$ cat src/rtl/sd4_mac_pkg.sv
// Shared widths and helpers for the SD4 MAC block-floating-point datapath.
// Defaults match the standard 9-lane, 5-bit partial-product configuration.
package sd4_mac_pkg;

   function automatic int unsigned clog2(input int unsigned v);
      int unsigned r;
      r = 0;
      for (int unsigned i = 0; i < 32; i++) begin
         if ((64'd1 << i) < 64'(v)) r = i + 1;
      end
      return r;
   endfunction

   localparam int unsigned LANES_D   = 9;
   localparam int unsigned PP_W_D    = 5;
   localparam int unsigned EXP_W_D   = 5;
   localparam int unsigned ALIGN_W_D = 16;
   localparam int unsigned ACC_W_D   = 24;
   localparam int unsigned SUM_W     = ALIGN_W_D + clog2(LANES_D);

endpackage

$ cat src/rtl/sd4_lane_align.sv
// One lane of the alignment stage: MSB-align the partial product, then
// arithmetic right shift by the lane's exponent deficit (clamped).
module sd4_lane_align #(
   parameter int unsigned PP_W    = 5,
   parameter int unsigned EXP_W   = 5,
   parameter int unsigned ALIGN_W = 16
) (
   input  logic signed [PP_W-1:0]    pp,
   input  logic        [EXP_W-1:0]   lane_exp,
   input  logic        [EXP_W-1:0]   emax,
   output logic signed [ALIGN_W-1:0] aligned
);

   logic        [EXP_W-1:0]   diff;
   logic        [31:0]        shamt;
   logic signed [ALIGN_W-1:0] msb;

   always_comb begin
      diff  = emax - lane_exp;
      shamt = 32'(diff);
      if (shamt > ALIGN_W - 1) shamt = ALIGN_W - 1;
      msb     = {pp, {(ALIGN_W - PP_W){1'b0}}};
      aligned = msb >>> shamt;
   end

endmodule

$ cat src/rtl/sd4_dot_accumulator.sv
// Streaming block-floating-point dot-product engine: S1 capture, S2 max/align,
// S3 adder tree, S4 accumulate, then a handshaked result register.
module sd4_dot_accumulator
   import sd4_mac_pkg::*;
#(
   parameter int unsigned LANES   = LANES_D,
   parameter int unsigned PP_W    = PP_W_D,
   parameter int unsigned EXP_W   = EXP_W_D,
   parameter int unsigned ALIGN_W = ALIGN_W_D,
   parameter int unsigned ACC_W   = ACC_W_D
) (
   input  logic                     clk,
   input  logic                     rst,
   input  logic                     in_valid,
   output logic                     in_ready,
   input  logic [LANES*PP_W-1:0]    in_pp,
   input  logic [LANES*EXP_W-1:0]   in_exp,
   input  logic                     in_last,
   output logic                     out_valid,
   input  logic                     out_ready,
   output logic signed [ACC_W-1:0]  out_sum,
   output logic [EXP_W-1:0]         out_exp,
   output logic                     out_ovf
);

   localparam int unsigned SUM_WIDTH = ALIGN_W + clog2(LANES);
   localparam int unsigned LEAVES    = 1 << clog2(LANES);
   localparam int unsigned NODES     = 2 * LEAVES - 1;

   logic advance;

   // S1
   logic                   s1_valid_q, s1_valid_d;
   logic [LANES*PP_W-1:0]  s1_pp_q, s1_pp_d;
   logic [LANES*EXP_W-1:0] s1_exp_q, s1_exp_d;
   logic                   s1_last_q, s1_last_d;

   // S2
   logic [EXP_W-1:0]          s1_emax;
   logic signed [ALIGN_W-1:0] lane_a [LANES];
   logic                      s2_valid_q, s2_valid_d;
   logic signed [ALIGN_W-1:0] s2_a_q [LANES];
   logic signed [ALIGN_W-1:0] s2_a_d [LANES];
   logic [EXP_W-1:0]          s2_emax_q, s2_emax_d;
   logic                      s2_last_q, s2_last_d;

   // S3
   logic signed [SUM_WIDTH-1:0] node [NODES];
   logic                        s3_valid_q, s3_valid_d;
   logic signed [SUM_WIDTH-1:0] s3_sum_q, s3_sum_d;
   logic [EXP_W-1:0]            s3_emax_q, s3_emax_d;
   logic                        s3_last_q, s3_last_d;

   // S4
   logic [EXP_W-1:0]        acc_e;
   logic [31:0]             sh_acc, sh_sum;
   logic signed [ACC_W-1:0] acc_sh, sum_sh, acc_sat;
   logic signed [ACC_W:0]   acc_tot;
   logic                    sat_hit;
   logic signed [ACC_W-1:0] acc_q, acc_d;
   logic [EXP_W-1:0]        acc_exp_q, acc_exp_d;
   logic                    ovf_q, ovf_d;
   logic                    first_q, first_d;
   logic                    s4_done_q, s4_done_d;

   // Result
   logic                    out_valid_q, out_valid_d;
   logic signed [ACC_W-1:0] out_sum_q, out_sum_d;
   logic [EXP_W-1:0]        out_exp_q, out_exp_d;
   logic                    out_ovf_q, out_ovf_d;

   // Every stage holds while the result register is blocked.
   assign advance  = !(out_valid_q && !out_ready);
   assign in_ready = advance;

   assign out_valid = out_valid_q;
   assign out_sum   = out_sum_q;
   assign out_exp   = out_exp_q;
   assign out_ovf   = out_ovf_q;

   always_comb begin
      s1_valid_d = s1_valid_q;
      s1_pp_d    = s1_pp_q;
      s1_exp_d   = s1_exp_q;
      s1_last_d  = s1_last_q;
      if (advance) begin
         s1_valid_d = in_valid;
         s1_pp_d    = in_pp;
         s1_exp_d   = in_exp;
         s1_last_d  = in_last;
      end
   end

   always_comb begin
      s1_emax = s1_exp_q[0 +: EXP_W];
      for (int unsigned i = 1; i < LANES; i++) begin
         if (s1_exp_q[i*EXP_W +: EXP_W] > s1_emax) s1_emax = s1_exp_q[i*EXP_W +: EXP_W];
      end
   end

   for (genvar g = 0; g < LANES; g++) begin : g_lane
      sd4_lane_align #(
         .PP_W    (PP_W),
         .EXP_W   (EXP_W),
         .ALIGN_W (ALIGN_W)
      ) u_align (
         .pp       (s1_pp_q[g*PP_W +: PP_W]),
         .lane_exp (s1_exp_q[g*EXP_W +: EXP_W]),
         .emax     (s1_emax),
         .aligned  (lane_a[g])
      );
   end

   always_comb begin
      s2_valid_d = s2_valid_q;
      s2_a_d     = s2_a_q;
      s2_emax_d  = s2_emax_q;
      s2_last_d  = s2_last_q;
      if (advance) begin
         s2_valid_d = s1_valid_q;
         s2_a_d     = lane_a;
         s2_emax_d  = s1_emax;
         s2_last_d  = s1_last_q;
      end
   end

   // Balanced tree over a power-of-two leaf set; unused leaves are zero.
   always_comb begin
      node = '{default: '0};
      for (int unsigned i = 0; i < LANES; i++) begin
         node[LEAVES-1+i] = SUM_WIDTH'(s2_a_q[i]);
      end
      for (int unsigned k = 0; k < LEAVES - 1; k++) begin
         node[LEAVES-2-k] = node[2*(LEAVES-2-k)+1] + node[2*(LEAVES-2-k)+2];
      end
   end

   always_comb begin
      s3_valid_d = s3_valid_q;
      s3_sum_d   = s3_sum_q;
      s3_emax_d  = s3_emax_q;
      s3_last_d  = s3_last_q;
      if (advance) begin
         s3_valid_d = s2_valid_q;
         s3_sum_d   = node[0];
         s3_emax_d  = s2_emax_q;
         s3_last_d  = s2_last_q;
      end
   end

   always_comb begin
      acc_e  = (s3_emax_q > acc_exp_q) ? s3_emax_q : acc_exp_q;
      sh_acc = 32'(acc_e - acc_exp_q);
      sh_sum = 32'(acc_e - s3_emax_q);
      if (sh_acc > ACC_W - 1) sh_acc = ACC_W - 1;
      if (sh_sum > ACC_W - 1) sh_sum = ACC_W - 1;
      acc_sh  = acc_q >>> sh_acc;
      sum_sh  = ACC_W'(s3_sum_q) >>> sh_sum;
      acc_tot = (ACC_W+1)'(acc_sh) + (ACC_W+1)'(sum_sh);
      sat_hit = acc_tot[ACC_W] ^ acc_tot[ACC_W-1];
      if (!sat_hit)         acc_sat = acc_tot[ACC_W-1:0];
      else if (acc_tot[ACC_W]) acc_sat = {1'b1, {(ACC_W-1){1'b0}}};
      else                  acc_sat = {1'b0, {(ACC_W-1){1'b1}}};
   end

   always_comb begin
      acc_d     = acc_q;
      acc_exp_d = acc_exp_q;
      ovf_d     = ovf_q;
      first_d   = first_q;
      s4_done_d = s4_done_q;
      if (advance) begin
         s4_done_d = s3_valid_q && s3_last_q;
         if (s3_valid_q) begin
            first_d = s3_last_q;
            if (first_q) begin
               acc_d     = ACC_W'(s3_sum_q);
               acc_exp_d = s3_emax_q;
               ovf_d     = 1'b0;
            end else begin
               acc_d     = acc_sat;
               acc_exp_d = acc_e;
               ovf_d     = ovf_q | sat_hit;
            end
         end
      end
   end

   // When advancing, any held result is being consumed, so a new load or a clear follows.
   always_comb begin
      out_valid_d = out_valid_q;
      out_sum_d   = out_sum_q;
      out_exp_d   = out_exp_q;
      out_ovf_d   = out_ovf_q;
      if (advance) begin
         out_valid_d = s4_done_q;
         if (s4_done_q) begin
            out_sum_d = acc_q;
            out_exp_d = acc_exp_q;
            out_ovf_d = ovf_q;
         end
      end
   end

   always_ff @(posedge clk) begin
      if (rst) begin
         s1_valid_q  <= 1'b0;
         s1_pp_q     <= '0;
         s1_exp_q    <= '0;
         s1_last_q   <= 1'b0;
         s2_valid_q  <= 1'b0;
         for (int unsigned i = 0; i < LANES; i++) s2_a_q[i] <= '0;
         s2_emax_q   <= '0;
         s2_last_q   <= 1'b0;
         s3_valid_q  <= 1'b0;
         s3_sum_q    <= '0;
         s3_emax_q   <= '0;
         s3_last_q   <= 1'b0;
         acc_q       <= '0;
         acc_exp_q   <= '0;
         ovf_q       <= 1'b0;
         first_q     <= 1'b1;
         s4_done_q   <= 1'b0;
         out_valid_q <= 1'b0;
         out_sum_q   <= '0;
         out_exp_q   <= '0;
         out_ovf_q   <= 1'b0;
      end else begin
         s1_valid_q  <= s1_valid_d;
         s1_pp_q     <= s1_pp_d;
         s1_exp_q    <= s1_exp_d;
         s1_last_q   <= s1_last_d;
         s2_valid_q  <= s2_valid_d;
         s2_a_q      <= s2_a_d;
         s2_emax_q   <= s2_emax_d;
         s2_last_q   <= s2_last_d;
         s3_valid_q  <= s3_valid_d;
         s3_sum_q    <= s3_sum_d;
         s3_emax_q   <= s3_emax_d;
         s3_last_q   <= s3_last_d;
         acc_q       <= acc_d;
         acc_exp_q   <= acc_exp_d;
         ovf_q       <= ovf_d;
         first_q     <= first_d;
         s4_done_q   <= s4_done_d;
         out_valid_q <= out_valid_d;
         out_sum_q   <= out_sum_d;
         out_exp_q   <= out_exp_d;
         out_ovf_q   <= out_ovf_d;
      end
   end

endmodule
$ cat config.mk
export PLATFORM = sky130hd
export DESIGN_NAME = sd4_dot_accumulator
export DESIGN_NICKNAME = d
export VERILOG_FILES = /design/src/rtl/sd4_mac_pkg.sv /design/src/rtl/sd4_lane_align.sv /design/src/rtl/sd4_dot_accumulator.sv
export SDC_FILE = /design/constraint.sdc
export NUM_CORES = 1
export LEC_CHECK = 0
export ABC_AREA = 1
export BUFFER_PORTS_ARGS = -buffer_cell sky130_fd_sc_hd__clkbuf_2
export CAP_MARGIN = 25
export CORE_MARGIN = 2
export CORE_UTILIZATION = 60
export DETAILED_ROUTE_END_ITERATION = 10
export GPL_ROUTABILITY_DRIVEN = 0
export HOLD_SLACK_MARGIN = 0.06
export PLACE_DENSITY = 0.78
export RECOVER_POWER = 50
export SETUP_SLACK_MARGIN = 0.4
export SLEW_MARGIN = 15
export SYNTH_ARGS = -nofsm -noshare
export SYNTH_HDL_FRONTEND = slang
export SYNTH_SLANG_ARGS = --single-unit
$ cat constraint.sdc
create_clock -name clk -period 13.1 [get_ports clk]
set_clock_uncertainty 0.2 [all_clocks]
set_input_delay 0.655 -clock clk [delete_from_list [all_inputs] [get_ports clk]]
set_output_delay 0.655 -clock clk [all_outputs]
set_load 0.03 [all_outputs]
* Word level (Yosys, flattened, before mapping)
Index checks and enable logic that the tools add are counted.
** Word-level totals
- Input port bits :: 95
- Register bits after elaboration :: 333
- Word-level logic and storage cells :: 114
** Operators by class
- Muxes and demuxes :: 25
- Shift operators :: 11
- Bitwise logic cells :: 3
- $lt $le $gt $ge :: 20
- $add $sub $neg :: 20
- Reductions and logical operators :: 6
** Operators by type and width (number)
- 16-bit by 5-bit >>> shifter with 16-bit output :: 9
- 5-bit 2-to-1 mux :: 19
- 24-bit 2-to-1 mux :: 3
- 16-bit by 16-bit adder with 17-bit output :: 4
- 32-bit by 5-bit > comparator with 1-bit output (second input constant) :: 2
- 32-bit 2-to-1 mux :: 2
- 5-bit by 4-bit > comparator with 1-bit output (second input constant) :: 9
- 5-bit > comparator :: 9
- 5-bit subtractor :: 9
- 17-bit by 17-bit adder with 18-bit output :: 2
- 20-bit by 32-bit >>> shifter with 24-bit output :: 1
- 24-bit by 32-bit >>> shifter with 24-bit output :: 1
- 24-bit by 24-bit adder with 25-bit output :: 1
- 19-bit by 16-bit adder with 20-bit output :: 1
- 18-bit by 18-bit adder with 19-bit output :: 1
- 5-bit by 5-bit subtractor with 6-bit output :: 2
- 2-bit AND reduction :: 2
- 1-bit logical AND :: 2
- 1-bit zero test :: 2
- 1-bit 2-to-1 mux :: 1
- 1-bit inverter :: 1
- 1-bit bitwise OR :: 1
- 1-bit XOR :: 1

* Longest topological paths before layout
- Depth after elaboration :: 20
- Depth in mapped cells :: 83
- Gate-level depth less buffers :: 83

* By module
A second synthesis with hierarchy kept.
** Second synthesis, totals
- Cells, all modules :: 3984
- Area, all modules :: 26509.2 µm²
** Modules (own cells, without submodules)
- sd4_dot_accumulator :: area each 20584.7 µm², cells each 2859, seq. area each 6666.4 µm², times used 1
- sd4_lane_align at g_lane[2].u_align ... :: area each 646.9 µm², cells each 125, seq. area each 0.0 µm², times used 7
- sd4_lane_align at g_lane[0].u_align ... :: area each 698.2 µm², cells each 125, seq. area each 0.0 µm², times used 2

* Worst setup path after synthesis
OpenSTA, ideal clock, no wires.
- Kind :: flip-flop to flip-flop
- From :: register s1_exp_q[4]
- To :: register s2_a_q, in the netlist node[267]
- Cell stages (with the launch flop) :: 80
- Path slack :: 2.117 ns
- Data arrival time :: 10.713 ns
- Setup time :: 0.070 ns
- Cells stage by stage :: dfxtp_1 > inv_1 > ha_1 > nand2_1 > nor2_2 > nand2_1 > nand3_2 > nand2_2 > nand2_1 > o21ai_2 > ha_1 > nand2_1 > nand2_1 > nand2_1 > nand2_1 > nor2_1 > inv_1 > nand2_2 > (+44 left out) > a21oi_1 > o211a_1 > a21oi_1 > inv_1 > nand2_1 > o21a_1 > inv_1 > fa_1 > o21ai_0 > xor2_1 > nand3b_1 > nand2_4 > inv_2 > nor2_1 > buf_4 > nor2_1 > nor2_4 > a21oi_1
** Between the ends
- Word-level cells in the longest chain between the ends :: 20
** Ends and longest elaborated chain
- start: declaration :: line sd4_dot_accumulator.sv:35 : logic [LANES*EXP_W-1:0] s1_exp_q, s1_exp_d;
- start signal: assignment :: line sd4_dot_accumulator.sv:231 : s1_exp_q <= s1_exp_d;
- 5-bit > comparator :: line sd4_dot_accumulator.sv:97 : if (s1_exp_q[i*EXP_W +: EXP_W] > s1_emax) s1_emax = s1_exp_q[i*EXP_W +: EXP_W];
- 5-bit 2-to-1 mux (*) :: line sd4_dot_accumulator.sv:97
- 5-bit > comparator :: line sd4_dot_accumulator.sv:97
- 5-bit 2-to-1 mux (*) :: line sd4_dot_accumulator.sv:97
- 5-bit > comparator :: line sd4_dot_accumulator.sv:97
- 5-bit 2-to-1 mux (*) :: line sd4_dot_accumulator.sv:97
- 5-bit > comparator :: line sd4_dot_accumulator.sv:97
- 5-bit 2-to-1 mux (*) :: line sd4_dot_accumulator.sv:97
- (+5 left out)
- 5-bit 2-to-1 mux (*) :: line sd4_dot_accumulator.sv:97
- 5-bit > comparator :: line sd4_dot_accumulator.sv:97
- 5-bit 2-to-1 mux (*) :: line sd4_dot_accumulator.sv:97
- via g_lane[0].u_align.emax[1] :: line sd4_lane_align.sv:10 : input logic [EXP_W-1:0] emax,
- 5-bit subtractor (*) :: line sd4_lane_align.sv:19 : diff = emax - lane_exp;
- 5-bit by 4-bit > comparator with 1-bit output :: line sd4_lane_align.sv:21 : if (shamt > ALIGN_W - 1) shamt = ALIGN_W - 1;
- 5-bit 2-to-1 mux (*) :: line sd4_lane_align.sv:21
- 16-bit by 5-bit >>> shifter with 16-bit output (*) :: line sd4_lane_align.sv:23 : aligned = msb >>> shamt;
- end signal: assignment :: line sd4_dot_accumulator.sv:234 : s2_a_q <= s2_a_d;
- end: declaration :: line sd4_dot_accumulator.sv:42 : logic signed [ALIGN_W-1:0] s2_a_q [LANES];
The timed path passes the listed nets; every way through them passes the cells marked *.
A chain may end at the register's enable or synchronous reset.

* Final worst setup path
- From :: register s1_exp_q[4]
- To :: register s2_a_q, in the netlist node[266]
The elaborated chain is that of the path after synthesis.

==> metrics list <==
* Wirelength, routed: 68800 um
- Summed over all nets, the half-perimeter wirelength after detailed placement is 51500 um.
* Nets in the synthesized netlist: 3651
- The floorplan step set the die height to 203 um.
- In this run, CTS created clock tree buffers numbering 38.
- TritonCTS clock tree: yes
- The final reports fail on capacitance limit, slew limit.
- The clock reaches the later pin of the worst-skew pair after 0.57 ns.
- The count of final hold-check violations was 0.
* Max Fclk: 82.5 MHz
- Leaving out fill and tap cells, the most frequent cell in the layout is sky130_fd_sc_hd__nand2_1.
- Horiz. Die Dim: 203 um
- Final cycle utilization of the critical path: 92.6%
- Of all nets on the critical path, the largest fanout is 11.
- The synthesized netlist occupies a cell area of 23800 um2.
- Counting flops with an async set or reset pin after synthesis yields a share of 0%.
* Yosys warns: 0
- Floorplan core area: 38900 um2
* Initial core utilization: 61.1%
- Netlist cell types: 47
- Setup repair after global routing left no endpoint under its margin.
* Kind of launch point of the worst setup path: flop
- Layout cell share with drive strength beyond 1: 9.95%
* Wire length per cell: 17.6 um
- The via count of the first global-routing pass was 22.2k.
* Post-Route Hold Slack: 0.136 ns
- I/O pin count: 127
* First-pass GRT wire length: 111000 um
* Data required time at the worst endpoint: 13.30 ns
* Mean instance size in the synthesized netlist: 7.21 um2
- Leading cell types in the layout, fill and taps excluded: sky130_fd_sc_hd__nand2_1, sky130_fd_sc_hd__a21oi_1, sky130_fd_sc_hd__o21ai_0, sky130_fd_sc_hd__dfxtp_1, sky130_fd_sc_hd__inv_1
* Sequential standard cell area: 6670 um2
- The largest individual stage delay along the critical path comes from the cell sky130_fd_sc_hd__fa_1.
* Final setup viols: 0
- In this design, the critical path's most frequently occurring cell is sky130_fd_sc_hd__nand2_1.
- Count of buffers from port buffering: 126
* Main synth FF type: sky130_fd_sc_hd__dfxtp_1
- After clock tree synthesis, the clock-pin slew on the worst setup and hold paths is 0.06 ns.
- Measured against its own limit, the worst slew margin works out to -196%.
* Cell taking the most area after synthesis: sky130_fd_sc_hd__dfxtp_1
- Util after Layout: 67.2%
- Synthesized flop and latch total: 333
- Final max-slew violation count: 435
- Final min period: 12.13 ns
* Longest individual stage delay on the worst path: 0.44 ns
- Type of element capturing the critical path: flop
- Hold/Removal Path Class: primary input to flop
* Cells after Synth: 3294
* Via count: 23.3k
- Detail-routed via count per cell: 5.95
- Number of sinks handled by clock tree synthesis: 333
- Sorting the synthesized cells by area gives the leading types as sky130_fd_sc_hd__dfxtp_1, sky130_fd_sc_hd__nand2_1, sky130_fd_sc_hd__fa_1, sky130_fd_sc_hd__a21oi_1, sky130_fd_sc_hd__o21ai_0.
* Max-capacitance violation count: 6
- Of the post-synthesis cell area, the dominant cell type holds 28.1%.
* Placement Setup Slack: -0.525 ns
- Worst Max-Slew Pin Slew: 4.41 ns
- For this block, the initial DRC count from the detailed router was 2149.
- Filler Cell Count: 3383
* Largest net degree at the start of global routing: 169
- Setup slack after layout: 0.973 ns
- Hold-fix buffers at CTS: 0
* Deepest level of the CTS H-tree: 2
* Global routing usage summed across all routing layers: 33.4%
* Area growth from synthesis to layout: 10.0%
- Sequential elements use 28.1% of the synthesized area.
* Total Die Area: 41200 um2
- Clock tree synthesis selected as its root buffer the cell sky130_fd_sc_hd__clkbuf_16.
* Layout net count: 3716
* Category of the critical setup timing path: flop to flop
* Arr. time, crit path: 12.33 ns
- Summed over all layers, the global routing overflow is 0.
- Result of the run: finished, violations left
* # diodes: 0
- The clock passes through at most 3 buffers.
- The initial antenna violation count came to 0.
- Before antenna repair, the detailed router went through 6 iterations.
- In this run the core area contains 72 standard-cell rows.
- Area of the multi-input gates: 15500 um2
- Once detail routing completed, the nets flagged for antenna violations numbered 0.
* Residual DRC: 0
- In this run, synthesis inferred 0 flip-flops with an integrated enable.
area by class of cell:
class / count / area share, %
flip-flops and latches: 333 / 25.5
clock buffers: 51 / 4.06
well taps: 518 / 2.48
multi-input cells: 2508 / 59.2
inverters: 321 / 4.63
repair buffers: 157 / 3.13
clock inverters: 18 / 1.00
cell families (layout without fill, tap and decap cells):
| logic type | after synthesis | count (layout) | synth area share, % |
|---|---|---|---|
| multiplexers | 8 | 8 | 0.337 |
| XOR/XNOR | 66 | 66 | 2.43 |
| flip-flops | 333 | 333 | 28.1 |
| AND/OR/NAND/NOR | 1258 | 1258 | 23.3 |
| adder cells (fa/ha/maj) | 262 | 262 | 17.8 |
| buffers and inverters | 453 | 547 | 7.41 |
| AO/OA/AOI/OAI | 914 | 914 | 20.7 |
worst max-delay path: cells and delay by family (launching register included):
kind	cells	cell delay, ns
compound gates	14	1.90
xor+xnor	1	0.25
fa+ha+maj	9	2.85
buf+inv	11	1.12
flops	1	0.33
simple gates	48	5.34
cell usage after synthesis, types with 10 or more instances:
library cell and n:
sky130_fd_sc_hd__o21ai_1 26, sky130_fd_sc_hd__ha_1 135, sky130_fd_sc_hd__o21ai_2 18, sky130_fd_sc_hd__xor2_1 35
sky130_fd_sc_hd__dfxtp_1 333, sky130_fd_sc_hd__o21ai_0 374, sky130_fd_sc_hd__a211oi_1 12, sky130_fd_sc_hd__nor2_2 13
sky130_fd_sc_hd__nand2_1 756, sky130_fd_sc_hd__o21bai_1 13, sky130_fd_sc_hd__xnor2_1 31, sky130_fd_sc_hd__buf_2 16
sky130_fd_sc_hd__nand2_2 22, sky130_fd_sc_hd__clkbuf_1 102, sky130_fd_sc_hd__a21oi_1 383, sky130_fd_sc_hd__nand3b_1 10
sky130_fd_sc_hd__nor3_1 13, sky130_fd_sc_hd__nor2_1 149, sky130_fd_sc_hd__a31oi_1 26, sky130_fd_sc_hd__buf_4 11
sky130_fd_sc_hd__nor2_4 24, sky130_fd_sc_hd__inv_2 26, sky130_fd_sc_hd__nand2_4 13, sky130_fd_sc_hd__o211ai_1 23
sky130_fd_sc_hd__nand4_1 16, sky130_fd_sc_hd__fa_1 127, sky130_fd_sc_hd__inv_1 292, sky130_fd_sc_hd__nand3_1 228
state kept, by name (all words and copies together) (netlist names):
register	cells
node	144
s1_exp_q	45
s1_pp_q	45
acc_q	24
out_sum	24
s3_sum_q	20
acc_exp_q	5
out_exp	5
s2_emax_q	5
s3_emax_q	5
first_q	1
out_ovf	1
out_valid	1
ovf_q	1
s1_last_q	1
s1_valid_q	1
s2_last_q	1
s2_valid_q	1
s3_last_q	1
s3_valid_q	1
s4_done_q	1
metal layers:
metal | GRT usage [%] | wire, um
met1 | 44.6 | 29000
met5 | 0 | 0
met3 | 5.23 | 5910
met4 | 12.2 | 2720
met2 | 54.9 | 31100
path summary, 6_finish.rpt:
check | start | endpoint | slack [ns] | cells past startpoint
worst max-delay path | s1_exp_q[4] | node[266] | 0.97 | 83
worst min-delay path | in_pp[41] | s1_pp_q[41] | 0.14 | 3
worst max register to register | s1_exp_q[4] | node[266] | 0.97 | 83
worst min register to register | s4_done_q | s4_done_q | 0.27 | 2
through the flow:
step,std cells,TNS [ns],instance area [um2]
2_1_floorplan,3294,0,23800
4_1_cts,3894,0,26000
6_report,3906,0,26100
3_3_place_gp,3822,0,24600
3_5_place_dp,3823,-38.26,24600
5_1_grt,3906,0,26100
timing repair:
item                       CTS  global route
setup endpoints to repair  135           135
pin swaps                    0             9
gates resized for setup     11            26
setup buffers                2            11
Power is not shown: default switching activity piles up to over one toggle a cycle in this logic, so the estimate is an artifact.
